[config.mk]
export PLATFORM = sky130hd
export DESIGN_NAME = display_arbiter_flat
export DESIGN_NICKNAME = d
export VERILOG_FILES = /design/src/rtl/display_arbiter_if.sv /design/src/rtl/display_arbiter.sv /design/src/flat_wrapper.sv
export SDC_FILE = /design/constraint.sdc
export NUM_CORES = 1
export LEC_CHECK = 0
export ABC_AREA = 1
export ABC_CLOCK_PERIOD_IN_PS = 4000
export CORE_MARGIN = 2
export CORE_UTILIZATION = 57
export DETAILED_ROUTE_END_ITERATION = 16
export PLACE_DENSITY = 0.84
export SLEW_MARGIN = 15
export SYNTH_ARGS = -nofsm -noshare
export SYNTH_HDL_FRONTEND = slang
export SYNTH_SLANG_ARGS = --single-unit
[constraint.sdc]
create_clock -name clk -period 4 [get_ports clk]
set_clock_uncertainty 0.15 [all_clocks]
set_input_delay 1 -clock clk [delete_from_list [all_inputs] [get_ports clk]]
set_output_delay 1 -clock clk [all_outputs]
set_load 0.05 [all_outputs]
[src/rtl/display_arbiter_if.sv]
// display_arbiter_if
//   Bundles the source-side request/data signals and the arbiter's
//   grant/display outputs for the display arbiter.
//   slave  : arbiter side (takes requests and data, drives grants/display)
//   master : source side (drives requests and data, observes grants/display)
//   Signals:
//     pw_req, pw_digits[11:0], pw_led[3:0]       password source
//     fsm_req, fsm_digits[23:0], fsm_led[3:0]    lock FSM source
//     alert_req, alert_digits[23:0]              alert overlay strobe + message
//     pw_gnt, fsm_gnt                            ownership grants
//     disp_codes[23:0], led[3:0], busy           display drive and status
interface display_arbiter_if;
    logic        pw_req;
    logic [11:0] pw_digits;
    logic [3:0]  pw_led;
    logic        fsm_req;
    logic [23:0] fsm_digits;
    logic [3:0]  fsm_led;
    logic        alert_req;
    logic [23:0] alert_digits;
    logic        pw_gnt;
    logic        fsm_gnt;
    logic [23:0] disp_codes;
    logic [3:0]  led;
    logic        busy;

    modport slave (
        input  pw_req, pw_digits, pw_led,
        input  fsm_req, fsm_digits, fsm_led,
        input  alert_req, alert_digits,
        output pw_gnt, fsm_gnt, disp_codes, led, busy
    );

    modport master (
        output pw_req, pw_digits, pw_led,
        output fsm_req, fsm_digits, fsm_led,
        output alert_req, alert_digits,
        input  pw_gnt, fsm_gnt, disp_codes, led, busy
    );
endinterface

[src/rtl/display_arbiter.sv]
// display_arbiter
//   Shares the six-digit HEX display and the 4-bit LED bank between the
//   password-entry source, the lock FSM and a blinking alert overlay.
//   Emits raw 4-bit symbol codes for the downstream 7-segment encoder.
//   Ports:
//     clk      system clock
//     reset_n  asynchronous active-low reset (released synchronously upstream)
//     bus      display_arbiter_if.slave: requests/data in, grants/display out
//
//   state     | meaning
//   ----------+--------------------------------------------------------
//   IDLE      | nobody owns the display, all digits blank
//   PW        | password source owns the display (HEX0..HEX2)
//   FSM       | lock FSM owns the display (HEX0..HEX5)
//   ALERT_ON  | alert message shown, all LEDs lit
//   ALERT_OFF | alert blink gap, display blank, LEDs off
module display_arbiter #(
    parameter int          HOLD_CYCLES  = 50_000_000,
    parameter int          BLINK_CYCLES = 12_500_000,
    parameter int          ALERT_BLINKS = 3,
    parameter logic [3:0]  EMPTY_CODE   = 4'd15
) (
    input  logic             clk,
    input  logic             reset_n,
    display_arbiter_if.slave bus
);

    localparam int HOLD_W  = $clog2(HOLD_CYCLES + 1);
    localparam int BLINK_W = $clog2(BLINK_CYCLES + 1);
    localparam int PAIR_W  = $clog2(ALERT_BLINKS + 1);

    localparam logic [HOLD_W-1:0]  HOLD_LOAD  = HOLD_W'(HOLD_CYCLES - 1);
    localparam logic [BLINK_W-1:0] BLINK_LOAD = BLINK_W'(BLINK_CYCLES - 1);
    localparam logic [PAIR_W-1:0]  PAIR_LOAD  = PAIR_W'(ALERT_BLINKS - 1);
    localparam logic [23:0]        BLANK      = {6{EMPTY_CODE}};

    typedef enum logic [2:0] {
        IDLE      = 3'd0,
        PW        = 3'd1,
        FSM       = 3'd2,
        ALERT_ON  = 3'd3,
        ALERT_OFF = 3'd4
    } state_t;

    state_t               state, state_nx, arb_st;
    logic [HOLD_W-1:0]    hold_cnt, hold_nx;
    logic [BLINK_W-1:0]   blink_cnt, blink_nx;
    logic [PAIR_W-1:0]    pair_cnt, pair_nx;
    logic                 alert_pend, pend_nx;
    logic [23:0]          alert_buf;

    logic [23:0]          codes_nx;
    logic [3:0]           led_nx;
    logic                 pw_gnt_nx, fsm_gnt_nx, busy_nx;

    // Fresh arbitration, used from IDLE and at the end of an alert.
    always_comb begin
        arb_st = IDLE;
        if (alert_pend)
            arb_st = ALERT_ON;
        else if (bus.pw_req)
            arb_st = PW;
        else if (bus.fsm_req)
            arb_st = FSM;
    end

    always_comb begin
        state_nx = state;
        hold_nx  = hold_cnt;
        blink_nx = blink_cnt;
        pair_nx  = pair_cnt;
        pend_nx  = alert_pend;

        case (state)
            IDLE: state_nx = arb_st;
            PW: begin
                if (hold_cnt != '0)
                    hold_nx = hold_cnt - HOLD_W'(1);
                else if (!bus.pw_req)
                    state_nx = bus.fsm_req ? FSM : IDLE;
            end
            FSM: begin
                if (hold_cnt != '0)
                    hold_nx = hold_cnt - HOLD_W'(1);
                else if (!bus.fsm_req || bus.pw_req)
                    state_nx = bus.pw_req ? PW : IDLE;
            end
            ALERT_ON: begin
                if (blink_cnt == '0) begin
                    state_nx = ALERT_OFF;
                    blink_nx = BLINK_LOAD;
                end else begin
                    blink_nx = blink_cnt - BLINK_W'(1);
                end
            end
            ALERT_OFF: begin
                if (blink_cnt == '0) begin
                    if (pair_cnt == '0) begin
                        state_nx = arb_st;
                    end else begin
                        state_nx = ALERT_ON;
                        blink_nx = BLINK_LOAD;
                        pair_nx  = pair_cnt - PAIR_W'(1);
                    end
                end else begin
                    blink_nx = blink_cnt - BLINK_W'(1);
                end
            end
            default: state_nx = IDLE;
        endcase

        // A pending alert overrides whatever the owner would do, hold or not,
        // and restarts the blink sequence from the top.
        if (alert_pend) begin
            state_nx = ALERT_ON;
            blink_nx = BLINK_LOAD;
            pair_nx  = PAIR_LOAD;
            pend_nx  = 1'b0;
        end

        if ((state_nx == PW || state_nx == FSM) && state_nx != state)
            hold_nx = HOLD_LOAD;

        // A new strobe on the same edge as alert entry must win over the clear.
        if (bus.alert_req)
            pend_nx = 1'b1;
    end

    // Outputs are decoded from the next state so grant and display switch on
    // the same edge as the state, carrying the owner's inputs one cycle late.
    always_comb begin
        codes_nx   = BLANK;
        led_nx     = 4'h0;
        pw_gnt_nx  = 1'b0;
        fsm_gnt_nx = 1'b0;
        busy_nx    = (state_nx != IDLE);
        case (state_nx)
            PW: begin
                codes_nx  = {BLANK[23:12], bus.pw_digits};
                led_nx    = bus.pw_led;
                pw_gnt_nx = 1'b1;
            end
            FSM: begin
                codes_nx   = bus.fsm_digits;
                led_nx     = bus.fsm_led;
                fsm_gnt_nx = 1'b1;
            end
            ALERT_ON: begin
                codes_nx = alert_buf;
                led_nx   = 4'hF;
            end
            default: ;
        endcase
    end

    always_ff @(posedge clk or negedge reset_n) begin
        if (!reset_n) begin
            state          <= IDLE;
            hold_cnt       <= '0;
            blink_cnt      <= '0;
            pair_cnt       <= '0;
            alert_pend     <= 1'b0;
            alert_buf      <= BLANK;
            bus.disp_codes <= BLANK;
            bus.led        <= 4'h0;
            bus.pw_gnt     <= 1'b0;
            bus.fsm_gnt    <= 1'b0;
            bus.busy       <= 1'b0;
        end else begin
            state          <= state_nx;
            hold_cnt       <= hold_nx;
            blink_cnt      <= blink_nx;
            pair_cnt       <= pair_nx;
            alert_pend     <= pend_nx;
            if (bus.alert_req)
                alert_buf  <= bus.alert_digits;
            bus.disp_codes <= codes_nx;
            bus.led        <= led_nx;
            bus.pw_gnt     <= pw_gnt_nx;
            bus.fsm_gnt    <= fsm_gnt_nx;
            bus.busy       <= busy_nx;
        end
    end

endmodule
[src/flat_wrapper.sv]
// flat-port wrapper written by rule: the top's interface ports become plain ports
module display_arbiter_flat 
#(
    parameter int          HOLD_CYCLES  = 50_000_000,
    parameter int          BLINK_CYCLES = 12_500_000,
    parameter int          ALERT_BLINKS = 3,
    parameter logic [3:0]  EMPTY_CODE   = 4'd15
)
  (clk, reset_n, bus_pw_req, bus_pw_digits, bus_pw_led, bus_fsm_req, bus_fsm_digits, bus_fsm_led, bus_alert_req, bus_alert_digits, bus_pw_gnt, bus_fsm_gnt, bus_disp_codes, bus_led, bus_busy);
  display_arbiter_if bus_i ();
  input  logic clk;
  input  logic reset_n;
  input wire logic [$bits(bus_i.pw_req)-1:0] bus_pw_req;
  input wire logic [$bits(bus_i.pw_digits)-1:0] bus_pw_digits;
  input wire logic [$bits(bus_i.pw_led)-1:0] bus_pw_led;
  input wire logic [$bits(bus_i.fsm_req)-1:0] bus_fsm_req;
  input wire logic [$bits(bus_i.fsm_digits)-1:0] bus_fsm_digits;
  input wire logic [$bits(bus_i.fsm_led)-1:0] bus_fsm_led;
  input wire logic [$bits(bus_i.alert_req)-1:0] bus_alert_req;
  input wire logic [$bits(bus_i.alert_digits)-1:0] bus_alert_digits;
  output wire logic [$bits(bus_i.pw_gnt)-1:0] bus_pw_gnt;
  output wire logic [$bits(bus_i.fsm_gnt)-1:0] bus_fsm_gnt;
  output wire logic [$bits(bus_i.disp_codes)-1:0] bus_disp_codes;
  output wire logic [$bits(bus_i.led)-1:0] bus_led;
  output wire logic [$bits(bus_i.busy)-1:0] bus_busy;
  assign bus_i.pw_req = bus_pw_req;
  assign bus_i.pw_digits = bus_pw_digits;
  assign bus_i.pw_led = bus_pw_led;
  assign bus_i.fsm_req = bus_fsm_req;
  assign bus_i.fsm_digits = bus_fsm_digits;
  assign bus_i.fsm_led = bus_fsm_led;
  assign bus_i.alert_req = bus_alert_req;
  assign bus_i.alert_digits = bus_alert_digits;
  assign bus_pw_gnt = bus_i.pw_gnt;
  assign bus_fsm_gnt = bus_i.fsm_gnt;
  assign bus_disp_codes = bus_i.disp_codes;
  assign bus_led = bus_i.led;
  assign bus_busy = bus_i.busy;
  display_arbiter #(.HOLD_CYCLES(HOLD_CYCLES), .BLINK_CYCLES(BLINK_CYCLES), .ALERT_BLINKS(ALERT_BLINKS), .EMPTY_CODE(EMPTY_CODE)) u_core (.clk(clk), .reset_n(reset_n), .bus(bus_i));
endmodule
### Word-level counts from Yosys, hierarchy flattened

Index checks and enable logic that the tools add are counted.

| storage, ports and cells | value |
|---|---|
| word-level logic and storage cells | 71 |
| output and inout port bits | 31 |
| flip-flop bits (word level) | 111 |

| operators by class | value |
|---|---|
| equality and inequality tests | 10 |
| reductions and logical operators | 18 |
| add/sub/neg operators | 3 |
| muxes and demuxes | 29 |

Operators by type and width:

| kind | number |
|---|---|
| $mux W24 | 4 |
| $mux W26 | 3 |
| $pmux W24 S3 | 1 |
| $pmux W24 S2 | 1 |
| $mux W3 | 9 |
| $reduce_bool A26 Y1 | 1 |
| $sub A26 B1 Y26 const B | 1 |
| $logic_not A24 Y1 | 1 |
| $sub A24 B1 Y24 const B | 1 |
| $pmux W3 S5 | 1 |
| $eq A3 B2 Y1 const B | 4 |
| $pmux W4 S3 | 1 |
| $mux W2 | 5 |
| $reduce_bool A2 Y1 | 4 |
| $eq A3 B1 Y1 const B | 2 |
| $reduce_bool A3 Y1 | 2 |
| $mux W1 | 4 |
| $ne A4 B3 Y1 const B | 1 |
| $reduce_and A2 Y1 | 2 |
| $eq A3 B3 Y1 const B | 1 |
| $logic_not A3 Y1 | 1 |
| $ne A3 B3 Y1 | 1 |
| $reduce_and A3 Y1 | 1 |
| $logic_not A2 Y1 | 1 |
| other kinds (6) | 7 |

### Longest topological paths before layout

Gate-level depths: netlist (run 1).

| depth | value |
|---|---|
| word-level depth | 11 |
| mapped depth | 16 |
| depth with buffers taken out | 15 |

### Worst setup path after synthesis (run 1)

No wires, ideal clock.

| timing path | value |
|---|---|
| path kind | input -> register |
| start | input bus_fsm_req |
| end | register u_core.hold_cnt[14] |
| setup slack | 1.504 ns |
| path buffers | 1 |
| required time | 3.731 ns |
| library setup time | 0.119 ns |
| data arrival time | 2.227 ns |
| cell stages on the path | 12 |
| path through | inv_1 nor2_1 inv_1 a21oi_1 nor2_4 nand3_4 nand2_1 nand2_2 nand3_4 nand2_4 buf_6 nand2_2 |

| on the way | value |
|---|---|
| word-level cells in the longest chain between the ends | 11 |
| elaborated cells on any way between the ends | 21 |

RTL lines:

| what | RTL line | source |
|---|---|---|
| from (decl) | flat_wrapper.sv:16 | `input wire logic [$bits(bus_i.fsm_req)-1:0] bus_fsm_req;` |
| $mux W2 / $logic_not A1 Y1 (equally long branches) | display_arbiter.sv:63, display_arbiter.sv:80, display_arbiter.sv:85 |  |
| $mux W3 / $logic_or A1 B1 Y1 (equally long branches) | display_arbiter.sv:61, display_arbiter.sv:85 |  |
| $mux W3, on equally long branches | display_arbiter.sv:98, display_arbiter.sv:85 |  |
| $mux W3, on equally long branches | display_arbiter.sv:97, display_arbiter.sv:83 |  |
| $pmux W3 S5 (*) | display_arbiter.sv:74 | `case (state)` |
| $mux W3 (*) | display_arbiter.sv:114 | `if (alert_pend) begin` |
| net u_core.state_nx[1] | display_arbiter.sv:45 | `state_t state, state_nx, arb_st;` |
| $eq A3 B1 Y1 / $eq A3 B2 Y1 (equally long branches) | display_arbiter.sv:121 | `if ((state_nx == PW \|\| state_nx == FSM) && state_nx != state)` |
| $logic_or A1 B1 Y1 | display_arbiter.sv:121 |  |
| $logic_and A1 B1 Y1 (*) | display_arbiter.sv:121 |  |
| $reduce_bool A2 Y1 (no line) | -- |  |
| $reduce_and A2 Y1 (no line) | -- |  |
| to (signal assigned) | display_arbiter.sv:171 | `hold_cnt <= hold_nx;` |
| to (decl) | display_arbiter.sv:46 | `logic [HOLD_W-1:0] hold_cnt, hold_nx;` |

Mark *: on every way through the listed nets, which the timed path passes. The rest lies on a longest branch.
A chain may end at the register's enable or synchronous reset.

### Worst setup path after layout (run 1)

| timing path | value |
|---|---|
| start | register u_core.blink_cnt[0] |
| end | register u_core.blink_cnt[19] |

| on the way | value |
|---|---|
| word-level cells in the longest chain between the ends | 4 |
| elaborated cells on any way between the ends | 8 |

RTL lines:

| what | RTL line | source |
|---|---|---|
| from (decl) | display_arbiter.sv:47 | `logic [BLINK_W-1:0] blink_cnt, blink_nx;` |
| from (signal assigned) | display_arbiter.sv:172 | `blink_cnt <= blink_nx;` |
| $sub A24 B1 Y24 / $logic_not A24 Y1 (equally long branches) | -- |  |
| $mux W24, on equally long branches | display_arbiter.sv:97, display_arbiter.sv:89 |  |
| $pmux W24 S2 | display_arbiter.sv:74 |  |
| $mux W24 | display_arbiter.sv:114 |  |

Several ways; a longest one is shown, not always the timed one.

==> impl_metrics.ini, run 1 <==
[placed_design]
gp_congestion = 0.888
dp_hpwl_mm = 9.55
io_buffers = 103

[worst_setup_path]
path_cells = inv_1 -> ha_1 -> nand2_1 -> nor2_2 -> nand2_1 -> nor2_1 -> nand2_1 -> nand2_1 -> inv_2 -> nand2_1 -> inv_1 -> a21oi_1 -> o21ai_0
critPathArrivalTime_ns = 3.11
endpoint_kind = flip-flop
path_max_fanout = 16
worstPathBufferInverterCount = 3
cp.required_ns = 4.11
cpMaxStageDelayCell = nand2_1
crit_family = simple AND/OR/NAND/NOR gates
critPathLaunchType = flip-flop
worstSetupPathType = reg2reg
cpMostUsedCell = nand2_1
r2r_setup_slack_ns = 1.0
max_stage_delay_ns = 0.45

[timing]
min_period_over_period = 0.750
hold_viol_final = 0
rsz0062_at_grt = no
timing.fmax_mhz = 333
hold_ws_ns = 0.346
worst_pin_slew_ns = 0.744
fin_crit_ns = 3.00
final.setup.tns_ns = 0
slew_headroom = 0.502
finalSetupViolations = 0
finalMaxSlewViolations = 0

[synth]
synthMuxAreaShare = 0.0239
yosysUniqueCellTypes = 42
yosysWarnings = 0
post_synth_xor_area_fraction = 0.0434
synth_top_family_by_area = simple AND/OR/NAND/NOR gates
synth_top_area_share = 0.279
syn_avg_cell_area_um2 = 8.69
syn-cell-area_mm2 = 0.00566
synth.yosys.seq_area_share = 0.502
synthSimpleGateAreaFrac = 0.245
synth-compound-area-share = 0.101
synth.largest_area_cell = dfrtp_1
synth-adder-area-share = 0.00885
ys_top_cells_by_area = dfrtp_1 28%, dfstp_2 22%, nand2_1 7.1%
syn_inst = 651
synth-seq-cells = 111
synthesis.nets = 728

[floorplanning]
die_y_um = 104
initial_core_util = 0.584
die_area_mm2 = 0.0107
core-area_mm2 = 0.00968
io-pin-count = 104
core.rowCount = 36
dieWidth_um = 104

[global_route]
grt_antenna_before_repair = 0
grt_usage = 0.253
grt_overflow = 0
grt_max_degree = 60
grt_pass1_wl_mm = 22.3
grt_pass1_vias = 4757

[routing]
dr.pass1.iters = 5
antenna_left = 0
vias = 4762
wl_per_cell_um = 14.4
routed_wl_mm = 12.8
drc = 0
dr.first_iter.drc_count = 238
viasPerCell = 5.34

[clocking]
cts.clk_slew.worst_paths_ns = 0.11
cts-root-buf = clkbuf_8
ctsResizeCount = 0
clkLatencyLatePin_ns = 0.37
numCtsBuffers = 9
cts_tree = built
cts_setup_buffers = 0
htreeDepth = 3
cts.sinks = 111
clock_path_buffers = 2
postCtsHoldBufs = 0

[final_layout]
drive_gt1_frac = 0.159
n_antenna_cell = 0
synthToLayoutAreaGrowth_pct = 24.1
final_nets = 831

[pwr]
p_per_area_mw_per_mm2 = 597
ir_drop_mv = 0.537
power.leakage_nw = 2.94

[run]
maxCapViolations = 0

[outcome]
outcome = completed

[hold_path]
hold_path.class = reg2reg
==> final timing paths <==
| path | startpoint | end | cells after the start |
|---|---|---|---|
| hold / removal | u_core.alert_buf[5]$_DFFE_PN1P_ | u_core.alert_buf[5]$_DFFE_PN1P_ | 2 |
| hold reg to reg | u_core.alert_buf[5]$_DFFE_PN1P_ | u_core.alert_buf[5]$_DFFE_PN1P_ | 2 |
| setup reg to reg | u_core.blink_cnt[0]$_DFFE_PN0P_ | u_core.blink_cnt[19]$_DFFE_PN0P_ | 13 |
| max in group asynchronous | reset_n | u_core.alert_buf[17]$_DFFE_PN1P_ | 2 |
| setup / recovery | u_core.blink_cnt[0]$_DFFE_PN0P_ | u_core.blink_cnt[19]$_DFFE_PN0P_ | 13 |
| min in group asynchronous | reset_n | u_core.blink_cnt[10]$_DFFE_PN0P_ | 1 |
==> worst min-delay path: cells and delay by family, from the launching register on <==
kind,cells,cell delay (ns)
AO/OA/AOI/OAI,1,0.07
flip-flops,1,0.38
buffers and inverters,1,0.05
==> cells in the mapped netlist <==
cell type	instances
nor3_1	14
inv_2	3
dfrtp_1	63
nand3b_1	2
or2_1	2
or2_2	2
nor3b_1	1
nor2_1	76
nand3_2	1
a22oi_1	4
o211ai_1	14
or2_0	1
buf_2	5
nor2_4	5
nor4_1	3
nand2_2	13
o22ai_1	12
a31oi_1	1
a21oi_2	3
a21oi_1	17
clkinv_2	2
nand2_1	107
o41ai_1	1
nand2_4	4
buf_4	1
o31ai_1	1
nand4_1	12
xnor2_1	5
o21ai_0	44
and3_1	3
a41oi_1	1
nand3_1	35
dfstp_2	48
clkinv_1	1
xor2_1	23
mux2_2	12
nand3_4	4
buf_6	1
nor2_2	4
ha_1	4
clkbuf_1	7
inv_1	89
==> power breakdown <==
part	internal, mW	switching, mW	total [mW]
Clock	0.261	0.411	0.672
Combinational	0.611	1.37	1.98
Sequential	1.44	0.0945	1.53
Total	2.31	1.88	4.19
==> flip-flops by register name (all words and copies together) (netlist names) <==
signal	flops
u_core.bus.pw_gnt	1
u_core.bus.busy	1
u_core.blink_cnt	24
u_core.bus.led	4
u_core.bus.fsm_gnt	1
u_core.bus.disp_codes	24
u_core.pair_cnt	2
u_core.state	3
u_core.alert_buf	24
u_core.hold_cnt	26
u_core.alert_pend	1
==> cell usage in the layout (no fill, tap or decap), drive strengths merged, types with 14 or more instances in the layout <==
cell type	Yosys	routed
a21oi	20	20
clkdlybuf4s50	0	102
dfrtp	63	63
dfstp	48	48
inv	92	95
nand2	124	124
nand3	40	40
nor2	85	85
nor3	14	14
o211ai	14	14
o21ai	44	44
xor2	23	23
==> layer usage <==
metal,wire length (um),track usage,part of all wire
met1,5640,0.343,0.44
met2,6020,0.408,0.47
met3,976,0.0610,0.076
met4,173,0.0743,0.014
met5,0,0,0
==> cells by family (layout without fill, tap and decap cells) <==
logic type	after synthesis	count (layout)
xor gates and xnor gates	28	28
muxes	12	12
DFF	111	111
AOI/OAI and AO/OA	98	98
buffers and inverters	109	217
adders and majority gates	4	4
and+or+nand+nor	289	289
==> area by class of cell <==
cell class,instances,area (um2)
sequential,111,2840
inverter,95,359
multi-input combinational,431,2390
clock inverter,6,63.8
tap,133,166
fill,735,2670
timing repair buffer,106,1060
clock buffer,10,138
==> metrics by stage <==
stage | cell area (um2) | cells | setup WS, ns | power (mW) | util
after floorplan | 5660 | 651 | 1.50 | 2.96 | -
after global placement | 6820 | 876 | 0.773 | 3.48 | 0.704
after detailed placement | 6820 | 876 | 0.617 | 3.53 | 0.704
after CTS | 7020 | 892 | 1.02 | 4.21 | 0.725
after global routing | 7020 | 892 | 0.649 | 4.43 | 0.725
final | 7020 | 892 | 0.998 | 4.19 | 0.725
(Power assumes the default switching activity.)
==> run 2, diff against run 1 <==
ABC_CLOCK_PERIOD_IN_PS = 2880   (was 4000)
CORE_UTILIZATION = 53   (was 57)
PLACE_DENSITY = 0.79   (was 0.84)
clock period = 2.88 ns   (was 4 ns; I/O delays follow)
==> run 2 against run 1 <==
Effect of this change:
- non-clock buffer count increased by 12
- final area is 1.7% higher
- worst setup slack got worse by 0.75 ns
==> impl_metrics.ini, run 2 (same netlist as run 1, synthesis figures left out) <==
[floorplanning]
io-pin-count = 104
core.rowCount = 37
initial_core_util = 0.548
core-area_mm2 = 0.0103
dieWidth_um = 107
die_area_mm2 = 0.0115
die_y_um = 107

[clocking]
postCtsHoldBufs = 0
cts.sinks = 111
clkLatencyLatePin_ns = 0.39
cts_tree = built
numCtsBuffers = 9
cts_setup_buffers = 0
clock_path_buffers = 2
cts.clk_slew.worst_paths_ns = 0.11
htreeDepth = 3
ctsResizeCount = 0
cts-root-buf = clkbuf_8

[final_layout]
synthToLayoutAreaGrowth_pct = 26.1
n_antenna_cell = 0
final_cell_mix = 107 x nand2_1, 102 x clkdlybuf4s50_1, 89 x inv_1
drive_gt1_frac = 0.171
final_common_cell = nand2_1
top_register = u_core.hold_cnt
final_nets = 843
largest_reg_flops = 26

[timing]
final.setup.tns_ns = 0
hold_viol_final = 0
finalMaxSlewViolations = 0
timing.fmax_mhz = 380
slew_headroom = 0.576
worst_pin_slew_ns = 0.635
worst_slack_ns = 0.249
finalSetupViolations = 0
rsz0062_at_grt = no
fin_crit_ns = 2.63
min_period_over_period = 0.914

[worst_setup_path]
r2r_setup_slack_ns = 0.34
critPathArrivalTime_ns = 1.76
path_max_fanout = 1
crit_family = buffers and inverters
max_stage_delay_ns = 0.84
endpoint_kind = primary output
worstSetupPathType = reg2out
cp.required_ns = 2.01
reg2reg_depth = 14
cpMaxStageDelayCell = clkdlybuf4s50_1
r2r_start = u_core.hold_cnt[0]$_DFFE_PN0P_
worstPathBufferInverterCount = 1
critPathLaunchType = flip-flop
path_cells = clkdlybuf4s50_1
r2r-end = u_core.bus.led[0]$_DFF_PN0_

[pwr]
p_per_area_mw_per_mm2 = 846
ir_drop_mv = 0.784
total_power_mw = 6.04
power.leakage_nw = 3.01

[placed_design]
gp_congestion = 0.925
io_buffers = 103
dp_hpwl_mm = 9.64
dp_slack_ns = 0.0177

[routing]
viasPerCell = 5.26
vias = 4769
antenna_left = 0
dr.first_iter.drc_count = 322
dr.pass1.iters = 4
wl_per_cell_um = 14.2
routed_wl_mm = 12.9
drc = 0

[global_route]
grt_pass1_wl_mm = 22.2
grt_usage = 0.242
grt_antenna_before_repair = 0
grt_overflow = 0
grt_pass1_vias = 4771
grt_max_degree = 44

[hold_path]
hold_path.class = in2async

[run]
maxCapViolations = 0

[outcome]
outcome = completed
run 2: cell types whose count changed in the layout (fill, tap and decap cells not counted), sizes merged:
cell | before | now
clkinvlp | 1 | 0
clkinv | 5 | 4
buf | 4 | 16
bufinv | 0 | 1
inv | 95 | 96
run 2: through the flow:
stage,hold slack [ns],std cells,utilization,instance area (um2)
2_1_floorplan,0.274,651,-,5660
3_3_place_gp,0.325,891,0.671,6920
3_5_place_dp,0.332,891,0.671,6920
4_1_cts,0.139,907,0.691,7130
5_1_grt,0.151,907,0.691,7130
6_report,0.144,907,0.691,7130
run 2: final cells by class:
cell class / instances / area (um2)
Multi-Input combinational cell: 431 / 2390
Sequential cell: 111 / 2840
Clock inverter: 6 / 83.8
Tap cell: 136 / 170
Clock buffer: 10 / 128
Timing Repair Buffer: 118 / 1170
Inverter: 95 / 359
Fill cell: 809 / 3190
run 2: worst max path at each step:
stage | from | to | depth (start not counted)
after global routing | u_core.hold_cnt[0]$_DFFE_PN0P_ | u_core.bus.led[0]$_DFF_PN0_ | 14
after global placement | bus_fsm_req | u_core.hold_cnt[3]$_DFFE_PN0P_ | 12
final | u_core.bus.disp_codes[0]$_DFF_PN1_ | bus_disp_codes[0] | 1
after detailed placement | bus_fsm_req | u_core.hold_cnt[25]$_DFFE_PN0P_ | 12
after floorplan | bus_fsm_req | u_core.hold_cnt[14]$_DFFE_PN0P_ | 12
after CTS | u_core.bus.disp_codes[0]$_DFF_PN1_ | bus_disp_codes[0] | 1
run 2: power breakdown:
part	switching (mW)	internal (mW)	total, mW	leakage [nW]
Combinational	1.93	0.973	2.91	1.73
Clock	0.576	0.426	1.00	0.107
Sequential	0.132	2.00	2.13	1.18
run 2: layer usage:
layer / share of wire / track usage / wire [um] / up-vias
met4: 0.015 / 0.0733 / 198 / 0
met1: 0.43 / 0.303 / 5480 / 2246
li1: - / - / - / 2346
met2: 0.48 / 0.405 / 6220 / 158
met5: 0 / 0 / 0 / -
met3: 0.076 / 0.0714 / 973 / 19
run 2: worst register-to-register path, stage by stage (launching register included):
cell      delay, ns
dfrtp_1        0.44
inv_1          0.14
ha_1           0.18
nand2_1        0.06
nor3_1         0.16
nand2_1        0.07
nor2_1         0.15
nand2_1        0.09
a21oi_2        0.21
nand3_4        0.12
clkinv_2       0.09
buf_4          0.18
nor2_1         0.12
a22oi_1        0.19
nand2_1        0.08
==> run 3, diff against run 2 <==
--- a/config.mk
+++ b/config.mk
@@ -11,5 +11,6 @@
 export CORE_UTILIZATION = 53
 export DETAILED_ROUTE_END_ITERATION = 16
-export PLACE_DENSITY = 0.79
+export HOLD_SLACK_MARGIN = 0.06
+export PLACE_DENSITY = 0.78
 export SLEW_MARGIN = 15
 export SYNTH_ARGS = -nofsm -noshare
==> constraint.sdc (replaced) <==
create_clock -name clk -period 2.88 [get_ports clk]
set_clock_uncertainty 0.15 [all_clocks]
set_input_delay 0.576 -clock clk [delete_from_list [all_inputs] [get_ports clk]]
set_output_delay 0.576 -clock clk [all_outputs]
set_load 0.05 [all_outputs]
==> run 3 against run 2 <==
Effect of this change:
- global-route usage rose by 0.39 points
- utilization down 0.33 points
- count of clock-buffer cells in the layout fell by 1
- largest cell class unchanged
- cell count decreased by 0.44%
- flip-flop and latch count did not move
- clock power about the same
- via count hardly changed
- final area shrank 0.47%
==> impl_metrics.ini, run 3 (same netlist as run 1, synthesis figures left out) <==
[worst_setup_path]
path_max_fanout = 14
r2r-end = u_core.bus.led[1]$_DFF_PN0_
worstSetupPathType = reg2reg
critPathLaunchType = flip-flop
critPathArrivalTime_ns = 2.76
r2r_start = u_core.hold_cnt[0]$_DFFE_PN0P_
reg2reg_depth = 14
cp.required_ns = 3.02
r2r_setup_slack_ns = 0.26
endpoint_kind = flip-flop

[final_layout]
final_nets = 839
largest_reg_flops = 26
final_cells = 903
synthToLayoutAreaGrowth_pct = 25.5
final_cell_mix = 107 x nand2_1, 102 x clkdlybuf4s50_1, 89 x inv_1
final_common_cell = nand2_1
n_antenna_cell = 0
drive_gt1_frac = 0.168
top_register = u_core.hold_cnt

[timing]
min_period_over_period = 0.910
slew_headroom = 0.530
worst_pin_slew_ns = 0.706
hold_viol_final = 0
fin_crit_ns = 2.62
rsz0062_at_grt = no
finalSetupViolations = 0
timing.fmax_mhz = 382
finalMaxSlewViolations = 0
final.setup.tns_ns = 0

[clocking]
ctsResizeCount = 0
cts.clk_slew.worst_paths_ns = 0.11
postCtsHoldBufs = 0
numCtsBuffers = 9
htreeDepth = 3
cts_setup_buffers = 0
cts_tree = built
cts.sinks = 111
cts-root-buf = clkbuf_8
clkLatencyLatePin_ns = 0.41
clock_path_buffers = 2

[pwr]
power.leakage_nw = 2.99
total_power_mw = 5.99
ir_drop_mv = 0.638
p_per_area_mw_per_mm2 = 844

[routing]
wl_met1_mm = 5.42
routed_wl_mm = 12.8
wl_met3_um = 997
dr.first_iter.drc_count = 269
dr.pass1.iters = 5
vias = 4767
viasPerCell = 5.28
antenna_left = 0
drc = 0
route.met2.wl_mm = 6.15
routed.top_layer = met4
wl_per_cell_um = 14.2

[global_route]
grt_antenna_before_repair = 0
grt_pass1_vias = 4876
grt_max_degree = 57
grt_overflow = 0
grt_usage = 0.246
grt_pass1_wl_mm = 22.1

[floorplanning]
dieWidth_um = 107
io-pin-count = 104
die_y_um = 107
initial_core_util = 0.548
core.rowCount = 37
core-area_mm2 = 0.0103
die_area_mm2 = 0.0115

[placed_design]
gp_congestion = 0.912
placed_cells = 887
dp_hpwl_mm = 9.47
io_buffers = 103

[hold_path]
hold_path.class = in2async

[run]
maxCapViolations = 0

[outcome]
outcome = completed
==> run 3: cell count changes in the layout (fill, tap and decap cells not counted) <==
cell / previous run / this run
clkinv_2: 2 / 3
clkinv_8: 1 / 0
inv_8: 1 / 2
clkbuf_1: 1 / 0
buf_4: 14 / 10
inv_6: 3 / 2
clkinv_4: 0 / 1
==> run 3: how the worst max path moves through the flow <==
stage	start	to	slack, ns	cells past startpoint
global route	u_core.hold_cnt[0]$_DFFE_PN0P_	u_core.hold_cnt[25]$_DFFE_PN0P_	0.009	13
detailed placement	bus_fsm_req	u_core.hold_cnt[3]$_DFFE_PN0P_	0.13	12
CTS	u_core.hold_cnt[0]$_DFFE_PN0P_	u_core.hold_cnt[25]$_DFFE_PN0P_	0.23	13
finish	u_core.hold_cnt[0]$_DFFE_PN0P_	u_core.bus.led[1]$_DFF_PN0_	0.26	14
global placement	bus_fsm_req	u_core.hold_cnt[1]$_DFFE_PN0P_	0.22	12
floorplan	u_core.blink_cnt[0]$_DFFE_PN0P_	u_core.hold_cnt[14]$_DFFE_PN0P_	0.68	16
==> run 3: report_power, final <==
part	internal [mW]	leakage (nW)	total, mW	switching (mW)
logic	0.944	1.71	2.87	1.93
clock network	0.421	0.108	1.00	0.580
registers	2.00	1.18	2.12	0.125
total	3.36	2.99	5.99	2.63
==> run 3: final cells by class <==
type / instances / area [um2]
clock buffers: 9 / 124
fillers: 827 / 3220
clock inverters: 7 / 83.8
multi-input cells: 431 / 2390
flip-flops and latches: 111 / 2840
repair buffers: 114 / 1140
well taps: 136 / 170
inverters: 95 / 359
==> run 3: per-stage QoR <==
step	setup slack, ns	area [um2]	hold slack, ns	util
after floorplan	0.679	5660	0.130	-
after global placement	0.225	6890	0.322	0.668
after detailed placement	0.131	6890	0.329	0.668
after CTS	0.231	7100	0.0737	0.688
after global routing	0.00927	7100	0.110	0.688
final	0.260	7100	0.0503	0.688
==> run 3: worst max-delay path, stage by stage (launching register included) <==
cell and delay (ns):
dfrtp_1 0.43, inv_1 0.13, ha_1 0.19, nand2_1 0.06, nor3_1 0.16, nand2_1 0.08, nor2_1 0.19, nand2_1 0.11
a21oi_2 0.23, nand3_4 0.14, clkinv_2 0.09, buf_4 0.19, nor2_1 0.11, a22oi_1 0.16, nand2_1 0.09
==> run 3: metal layers <==
layer	up-vias	track usage
met5	-	0
met4	0	0.0770
met3	22	0.0926
met2	158	0.404
met1	2255	0.300
li1	2332	-
